==> src/rtl/seq_restoring_divider_pkg.sv <==
// Shared definitions for the sequential restoring divider: FSM states,
// lookahead group size and the iteration-counter width helper.
package seq_restoring_divider_pkg;

   typedef enum logic [1:0] {
      IDLE,
      CALC,
      DONE
   } div_state_e;

   localparam int unsigned CLA_GROUP = 4;

   function automatic int unsigned f_cnt_w(input int unsigned width);
      return (width < 2) ? 1 : $clog2(width);
   endfunction

endpackage

==> src/rtl/seq_restoring_divider_cla_subtractor.sv <==
// Combinational W-bit subtractor a - b computed as a + ~b + 1, with carries
// resolved by group generate/propagate lookahead.
module seq_restoring_divider_cla_subtractor
   import seq_restoring_divider_pkg::*;
#(
   parameter int unsigned W = 9
) (
   input  logic [W-1:0] i_a,
   input  logic [W-1:0] i_b,
   output logic [W-1:0] o_diff,
   output logic         o_borrow
);

   logic [W-1:0] w_g;
   logic [W-1:0] w_p;

   assign w_g = i_a & ~i_b;
   assign w_p = i_a ^ ~i_b;

   // Each carry is formed from the generate/propagate terms of its own group
   // plus that group's carry-in.
   always_comb begin : p_carry
      logic [W:0] c;
      logic       gg;
      logic       gp;
      c    = '0;
      c[0] = 1'b1;
      gg   = 1'b0;
      gp   = 1'b1;
      for (int unsigned i = 0; i < W; i++) begin
         gg = 1'b0;
         gp = 1'b1;
         for (int unsigned j = (i / CLA_GROUP) * CLA_GROUP; j <= i; j++) begin
            gg = w_g[j] | (w_p[j] & gg);
            gp = gp & w_p[j];
         end
         c[i+1] = gg | (gp & c[(i / CLA_GROUP) * CLA_GROUP]);
      end
      o_diff   = w_p ^ c[W-1:0];
      o_borrow = ~c[W];
   end

endmodule

==> src/rtl/seq_restoring_divider.sv <==
// Radix-2 restoring unsigned divider: one quotient bit per clock with a
// start/busy/done handshake.
module seq_restoring_divider
   import seq_restoring_divider_pkg::*;
#(
   parameter int unsigned WIDTH = 8
) (
   input  logic             clk,
   input  logic             rst_n,
   input  logic             start,
   input  logic [WIDTH-1:0] dividend,
   input  logic [WIDTH-1:0] divisor,
   output logic             busy,
   output logic             done,
   output logic [WIDTH-1:0] quotient,
   output logic [WIDTH-1:0] remainder,
   output logic             div_by_zero
);

   localparam int unsigned CNT_W = f_cnt_w(WIDTH);

   div_state_e       r_state;
   div_state_e       w_state_nxt;
   logic [WIDTH-1:0] r_q;
   logic [WIDTH-1:0] r_r;
   logic [WIDTH-1:0] r_d;
   logic [CNT_W-1:0] r_cnt;
   logic [WIDTH-1:0] r_quotient;
   logic [WIDTH-1:0] r_remainder;
   logic             r_dbz;

   logic [WIDTH:0]   w_s;
   logic [WIDTH:0]   w_t;
   logic             w_unused_borrow;
   logic             w_take;
   logic [WIDTH-1:0] w_r_nxt;
   logic [WIDTH-1:0] w_q_nxt;
   logic             w_last;
   logic             w_zero;

   assign w_s = {r_r, r_q[WIDTH-1]};

   seq_restoring_divider_cla_subtractor #(
      .W(WIDTH + 1)
   ) u_cla_subtractor (
      .i_a      (w_s),
      .i_b      ({1'b0, r_d}),
      .o_diff   (w_t),
      .o_borrow (w_unused_borrow)
   );

   // R stays below the divisor, so its top bit is always zero and is not stored.
   assign w_take  = ~w_t[WIDTH];
   assign w_r_nxt = w_take ? w_t[WIDTH-1:0] : w_s[WIDTH-1:0];
   assign w_q_nxt = {r_q[WIDTH-2:0], w_take};
   assign w_last  = (r_cnt == CNT_W'(WIDTH - 1));
   assign w_zero  = (r_d == '0);

   always_ff @(posedge clk or negedge rst_n) begin
      if (!rst_n) r_state <= IDLE;
      else        r_state <= w_state_nxt;
   end

   // A zero divisor resolves on the first CALC edge without iterating.
   always_comb begin
      w_state_nxt = r_state;
      case (r_state)
         IDLE:    if (start) w_state_nxt = CALC;
         CALC:    if (w_zero || w_last) w_state_nxt = DONE;
         DONE:    w_state_nxt = IDLE;
         default: w_state_nxt = IDLE;
      endcase
   end

   always_comb begin
      busy        = (r_state != IDLE);
      done        = (r_state == DONE);
      quotient    = r_quotient;
      remainder   = r_remainder;
      div_by_zero = r_dbz;
   end

   always_ff @(posedge clk or negedge rst_n) begin
      if (!rst_n) begin
         r_q         <= '0;
         r_r         <= '0;
         r_d         <= '0;
         r_cnt       <= '0;
         r_quotient  <= '0;
         r_remainder <= '0;
         r_dbz       <= 1'b0;
      end else begin
         case (r_state)
            IDLE: begin
               if (start) begin
                  r_q   <= dividend;
                  r_d   <= divisor;
                  r_r   <= '0;
                  r_cnt <= '0;
               end
            end
            CALC: begin
               if (w_zero) begin
                  r_quotient  <= '1;
                  r_remainder <= r_q;
                  r_dbz       <= 1'b1;
               end else begin
                  r_q   <= w_q_nxt;
                  r_r   <= w_r_nxt;
                  r_cnt <= r_cnt + 1'b1;
                  if (w_last) begin
                     r_quotient  <= w_q_nxt;
                     r_remainder <= w_r_nxt;
                     r_dbz       <= 1'b0;
                  end
               end
            end
            default: ;
         endcase
      end
   end

endmodule

==> config.mk <==
export PLATFORM = sky130hd
export DESIGN_NAME = seq_restoring_divider
export DESIGN_NICKNAME = d
export VERILOG_FILES = /design/src/rtl/seq_restoring_divider_pkg.sv /design/src/rtl/seq_restoring_divider_cla_subtractor.sv /design/src/rtl/seq_restoring_divider.sv
export SDC_FILE = /design/constraint.sdc
export NUM_CORES = 1
export LEC_CHECK = 0
export BUFFER_PORTS_ARGS = -buffer_cell sky130_fd_sc_hd__buf_2
export CAP_MARGIN = 20
export CORE_MARGIN = 5
export CORE_UTILIZATION = 40
export CTS_BUF_LIST = sky130_fd_sc_hd__clkbuf_8
export DETAILED_ROUTE_END_ITERATION = 8
export HOLD_SLACK_MARGIN = 0.1
export SETUP_SLACK_MARGIN = 0.5
export SLEW_MARGIN = 25
export SYNTH_ARGS = -nofsm -noshare
export SYNTH_HDL_FRONTEND = slang
export SYNTH_SLANG_ARGS = --single-unit
==> constraint.sdc <==
create_clock -name clk -period 2.6 [get_ports clk]
set_clock_uncertainty 0.15 [all_clocks]
set_input_delay 0.52 -clock clk [delete_from_list [all_inputs] [get_ports clk]]
set_output_delay 0.52 -clock clk [all_outputs]
set_load 0.01 [all_outputs]
==> impl_metrics.toml, run 1 <==
[critical_path]
crit_path_end_kind = "register"
start_kind = "register"
path_cells = "buf_4, ha_1, o21a_2, o221ai_4, o221a_4, xnor2_4, buf_12, mux2_4, o21ai_2"
cpPeakStageDelay_ns = 0.40
r2r_start = "r_q[7]$_DFFE_PN0P_"
timing_worst_setup_path_type = "register to register"
critPathMaxFanout = 7
crit_path_top_delay_cell = "dfrtp_1"
cp.arrival_ns = 2.43
r2r-end = "remainder[0]$_DFFE_PN0P_"
required_ns = 2.69
regToRegSetupSlack_ns = 0.26
worst-r2r-cell-count = 9

[pwr]
report.power.total_mw = 4.26
ir_worst_vdd_mv = 0.524
p_leak_nw = 1.40
powerDensity_nw_per_um2 = 1430

[final_layout]
nFillCells = 536
post-route-util = 0.509
n_antenna_cell = 0
synthToLayoutAreaGrowth_pct = 25.4
stdcell_area_sq_um = 2980
multi_input_area_sq_um = 1240
nets = 322
final_layout_size_suffix_gt1_frac = 0.342
regArea_sq_um = 1150

[placed_design]
dpl.hpwl_microns = 4070
gp_congestion = 0.785
numPortBuffers = 37
place_area_sq_um = 2680

[detailed_routing]
drt-initial-drc-count = 98
viasPerCell = 5.23
maxUsedRoutingLayer = "met4"
firstDrtPassIters = 4
met3_length_microns = 261
route.vias.total = 1919
drc = 0
wl_met2_microns = 2820
m1WireLength_microns = 2590
wl_per_cell_microns = 15.8
wl_microns = 5810
ant_nets = 0

[global_route]
overflow = 0
first_global_vias = 1947
antenna_found_initial = 0
grt_start_max_net_pins = 39
grt_pass1_wl_microns = 9650
grt.total_usage = 0.164

[timing]
setup-tns-final_ns = 0
tightestPinTransition_ns = 0.814
hold_viol_final = 0
rsz0062_at_grt = "true"
slew_headroom = 0.458
slew_viol_final = 0
finalCriticalPeriod_ns = 2.34
finalSetupViolCount = 0
timing.final.crit_share = 0.900
fmax_mhz = 427

[min_path]
hold_path.class = "primary input to async pin"

[clock_network]
clk_latency_ns = 0.31
cts-root-buf = "clkbuf_8"
cts_buffers = 5
cts_tree = "yes"
clock_path_buffers = 2
cts_hold_buf = 0
htreeDepth = 2
clk_pin_slew_ns = 0.09
clkSinkCount = 46

[logic_synthesis]
yosysMostFrequentCell = "dfrtp_1"
yosysTopAreaCell = "dfrtp_1"
synth_edf_count = 0
syn_inst = 238
synth-seq-cells = 46
synth_ff_type = "dfrtp_1"
async_flop_share = 1.00
ys_top_cells_by_area = "dfrtp_1 (48%), nand2_1 (6.3%), ha_1 (5.8%)"
netlist.area_leader.share = 0.484
synth_cell_types = 45
ys.warnings.count = 0
syn_area_sq_um = 2380
netlist_top_cells_count = "dfrtp_1 (46), nand2_1 (40), o21ai_0 (22)"
mappedNetlistNets = 269
avgSynthCellArea_sq_um = 9.99
seq_area_frac_synth = 0.484

[job]
cap_violations = 0

[floorplan]
die_area_sq_um = 7580
die_h_microns = 87.1
initial_utilization = 0.406
pin_count = 38
std_cell_rows = 28
fp.coreArea_sq_um = 5850
die_x_microns = 87.1

[outcome]
run_status = "finished, final reports clean"
cells by family (layout without fill, tap and decap cells):
group,after synthesis,in the layout,share of synthesized area
AOI/OAI and AO/OA,64,64,0.192
and+or+nand+nor,75,75,0.144
adders and majority gates,12,12,0.0663
DFF,46,46,0.484
buffers and inverters,27,81,0.0447
xor gates and xnor gates,5,5,0.0263
muxes,9,9,0.0426
through the flow:
stage          hold WS (ns)  worst slack, ns  std cells
6_report              0.141            0.260        367
5_1_grt               0.242            0.207        367
4_1_cts               0.189            0.234        365
3_5_place_dp          0.318           0.0740        346
3_3_place_gp          0.312            0.111        346
2_1_floorplan        0.0744            0.338        238
power by group:
group          internal [mW]  total (mW)  switching (mW)
combinational           1.24        2.52            1.28
clock                  0.186       0.443           0.257
sequential              1.04        1.30           0.257
cells in the final DEF, fill, tap and decap left out, drive strengths merged, types with 2 or more instances in the layout:
cell type	count
inv	18
clkbuf	5
a21o	2
nor3	3
a21oi	3
dfrtp	46
clkinv	2
buf	56
a31oi	8
nand2	40
a22oi	7
or3	3
mux2	3
ha	11
o22ai	2
o21a	2
xnor2	5
nand3	7
or4	2
nor2	12
o22a	8
nor2b	2
mux2i	6
o21ai	27
sequential cells by signal (all words and copies together) (netlist names):
| signal | count |
|---|---|
| quotient | 8 |
| r_d | 8 |
| r_q | 8 |
| r_r | 8 |
| remainder | 8 |
| r_cnt | 3 |
| r_state | 2 |
| div_by_zero | 1 |
area by class of cell:
type                       instances  share of cell area
sequential                        46               0.386
clock inverter                     3             0.00588
clock buffer                       5              0.0231
multi-input combinational        165               0.416
timing repair buffer              56               0.115
inverter                          17              0.0223
tap                               75              0.0315
per-layer routing:
layer | track usage | vias up
met5 | 0 | -
met2 | 0.263 | 38
met1 | 0.220 | 931
li1 | - | 940
met3 | 0.0274 | 10
met4 | 0.0683 | 0
worst max path at each step:
stage | from | end | slack [ns]
after floorplan | r_q[7]$_DFFE_PN0P_ | remainder[0]$_DFFE_PN0P_ | 0.34
after global placement | r_q[7]$_DFFE_PN0P_ | remainder[6]$_DFFE_PN0P_ | 0.11
after detailed placement | r_q[7]$_DFFE_PN0P_ | remainder[6]$_DFFE_PN0P_ | 0.07
after CTS | r_r[0]$_DFFE_PN0P_ | remainder[0]$_DFFE_PN0P_ | 0.23
after global routing | r_r[0]$_DFFE_PN0P_ | r_r[0]$_DFFE_PN0P_ | 0.21
final | r_q[7]$_DFFE_PN0P_ | remainder[0]$_DFFE_PN0P_ | 0.26
critical path: cells and delay by family, from the launching register on:
kind	cells	cell delay, ns
buffers and inverters	2	0.30
AOI/OAI and AO/OA	4	0.79
xor gates and xnor gates	1	0.13
muxes	1	0.32
DFF	1	0.40
adders and majority gates	1	0.18
repair_timing:
action | CTS | global route
setup endpoints to repair | 28 | 36
pin swaps | 7 | 5
buffers inserted | 11 | 2
hold endpoints to repair | 0 | 0
resized for setup | 13 | 18
(Power assumes the default switching activity.)
==> inputs of run 2 (changes only) <==
- CORE_ASPECT_RATIO: not set -> 0.5
- REMOVE_ABC_BUFFERS: not set -> 1
==> run 2 against run 1 <==
Against the previous run:
- global-route usage rose by 1.4 points
- register-to-register slack got worse by 0.04 ns
- flip-flop and latch count did not move
- sequential power barely moved
- first-iteration DRC count rose by 13%
- final cell count rose by 0.54%
- critical endpoint is now remainder[4]$_DFFE_PN0P_
- largest power group unchanged
==> impl_metrics.toml, run 2 (same netlist as run 1, synthesis figures left out) <==
[outcome]
run_status = "finished, final reports clean"

[clock_network]
clock_path_buffers = 2
cts-root-buf = "clkbuf_8"
clkSinkCount = 46
cts_tree = "yes"
clk_pin_slew_ns = 0.09
cts_buffers = 5
htreeDepth = 2
clk_latency_ns = 0.31

[final_layout]
nets = 326
n_antenna_cell = 0
synthToLayoutAreaGrowth_pct = 30.4
post-route-util = 0.553
layout_common_cells = "dfrtp_1 (46), nand2_1 (39), buf_2 (37), buf_4 (18)"
final_layout_size_suffix_gt1_frac = 0.358
layout_commonest_cell = "dfrtp_1"

[pwr]
powerDensity_nw_per_um2 = 1550
p_leak_nw = 1.44
ir_worst_vdd_mv = 0.514

[critical_path]
cp.arrival_ns = 2.47
cpPeakStageDelay_ns = 0.41
path_buf_inv = 2
crit_path_top_delay_cell = "dfrtp_1"
required_ns = 2.68
cp_top_family = "compound AO/OA/AOI/OAI gates"
path_cells = "inv_2, ha_4, or3_4, o221ai_4, o221a_4, xnor2_4, buf_12, mux2_4, o21ai_2"
crit_path_end_kind = "register"
start_kind = "register"
critPathMaxFanout = 5
timing_worst_setup_path_type = "register to register"

[floorplan]
std_cell_rows = 19
initial_utilization = 0.424
die_h_microns = 64.5
pin_count = 38
die_x_microns = 119
die_area_sq_um = 7680
fp.coreArea_sq_um = 5610

[placed_design]
gp_congestion = 0.852
numPortBuffers = 37
dpl.hpwl_microns = 4450

[detailed_routing]
wl_microns = 6530
route.vias.total = 1952
drt-initial-drc-count = 111
ant_nets = 0
firstDrtPassIters = 4
drc = 0
wl_per_cell_microns = 17.7
viasPerCell = 5.29

[global_route]
first_global_vias = 2093
grt_start_max_net_pins = 47
overflow = 0
grt.total_usage = 0.178
antenna_found_initial = 0
grt_pass1_wl_microns = 10700

[timing]
setup-tns-final_ns = 0
timing.final.crit_share = 0.917
slew_viol_final = 0
hold_viol_final = 0
finalCriticalPeriod_ns = 2.38
slew_headroom = 0.602
fmax_mhz = 419
tightestPinTransition_ns = 0.597
finalSetupViolCount = 0
rsz0062_at_grt = "true"

[job]
cap_violations = 0

[min_path]
hold_path.class = "primary input to async pin"
-- run 2: cell types whose count changed in the layout (fill, tap and decap cells not counted), moves of 2 or more --
cell	delta
mux2i_4	+4
ha_2	+2
mux2i_1	-2
mux2i_2	-2
-- run 2: worst reg2reg max path, delay by kind of cell (launching register included) --
family	cells	cell delay, ns
fa+ha+maj	1	0.20
simple gates	1	0.38
buf+inv	2	0.25
xor+xnor	1	0.15
mux	1	0.32
flops	1	0.41
compound gates	3	0.46
-- run 2: cell type report --
cell class,count,area (sq um)
clock inverter,3,43.8
inverter,17,66.3
fill,501,2510
multi-input combinational,165,1270
sequential,46,1150
tap,73,91.3
timing repair buffer,60,410
clock buffer,5,68.8
-- run 2: per-layer routing --
| metal | up-vias | GRT usage | share of wire |
|---|---|---|---|
| li1 | 955 | - | - |
| met5 | - | 0 | 0 |
| met3 | 6 | 0.0434 | 0.036 |
| met4 | 0 | 0.0577 | 0.0080 |
| met1 | 952 | 0.239 | 0.51 |
| met2 | 39 | 0.286 | 0.45 |
-- run 2: repair_timing --
item / in CTS / in global routing
endpoints found under the setup margin: 28 / 35
buffers inserted: 13 / 2
pin swaps: 5 / 4
gates resized for setup: 35 / 8
hold buffers: 0 / 0
gates cloned: 1 / 0
-- run 2: worst paths after layout --
path,start,to,slack (ns),depth (start not counted)
worst max-delay path,r_d[2]$_DFFE_PN0P_,remainder[4]$_DFFE_PN0P_,0.22,9
max in group asynchronous,rst_n,r_d[6]$_DFFE_PN0P_,1.75,2
min in group clk,divisor[3],r_d[3]$_DFFE_PN0P_,0.26,3
worst max register to register,r_d[2]$_DFFE_PN0P_,remainder[4]$_DFFE_PN0P_,0.22,9
worst min-delay path,rst_n,quotient[6]$_DFFE_PN0P_,0.14,2
worst min register to register,div_by_zero$_DFFE_PN0P_,div_by_zero$_DFFE_PN0P_,0.34,2
-- run 2: per-stage QoR --
step | std cells | cell area [sq um] | worst slack (ns) | hold WS, ns | power, mW
6_report | 369 | 3100 | 0.215 | 0.140 | 4.80
5_1_grt | 369 | 3100 | 0.134 | 0.202 | 5.13
4_1_cts | 367 | 3050 | 0.228 | 0.161 | 4.68
3_5_place_dp | 345 | 2680 | 0.106 | 0.315 | 3.45
3_3_place_gp | 345 | 2680 | 0.140 | 0.310 | 3.38
2_1_floorplan | 228 | 2330 | 0.325 | 0.0744 | 2.71
-- run 2: power breakdown --
| part | internal, mW | switching [mW] | leakage (nW) | total [mW] |
|---|---|---|---|---|
| combinational | 1.48 | 1.46 | 0.806 | 2.94 |
| clock | 0.289 | 0.270 | 0.0585 | 0.559 |
| sequential | 1.04 | 0.265 | 0.573 | 1.31 |
| total | 2.81 | 2.00 | 1.44 | 4.80 |
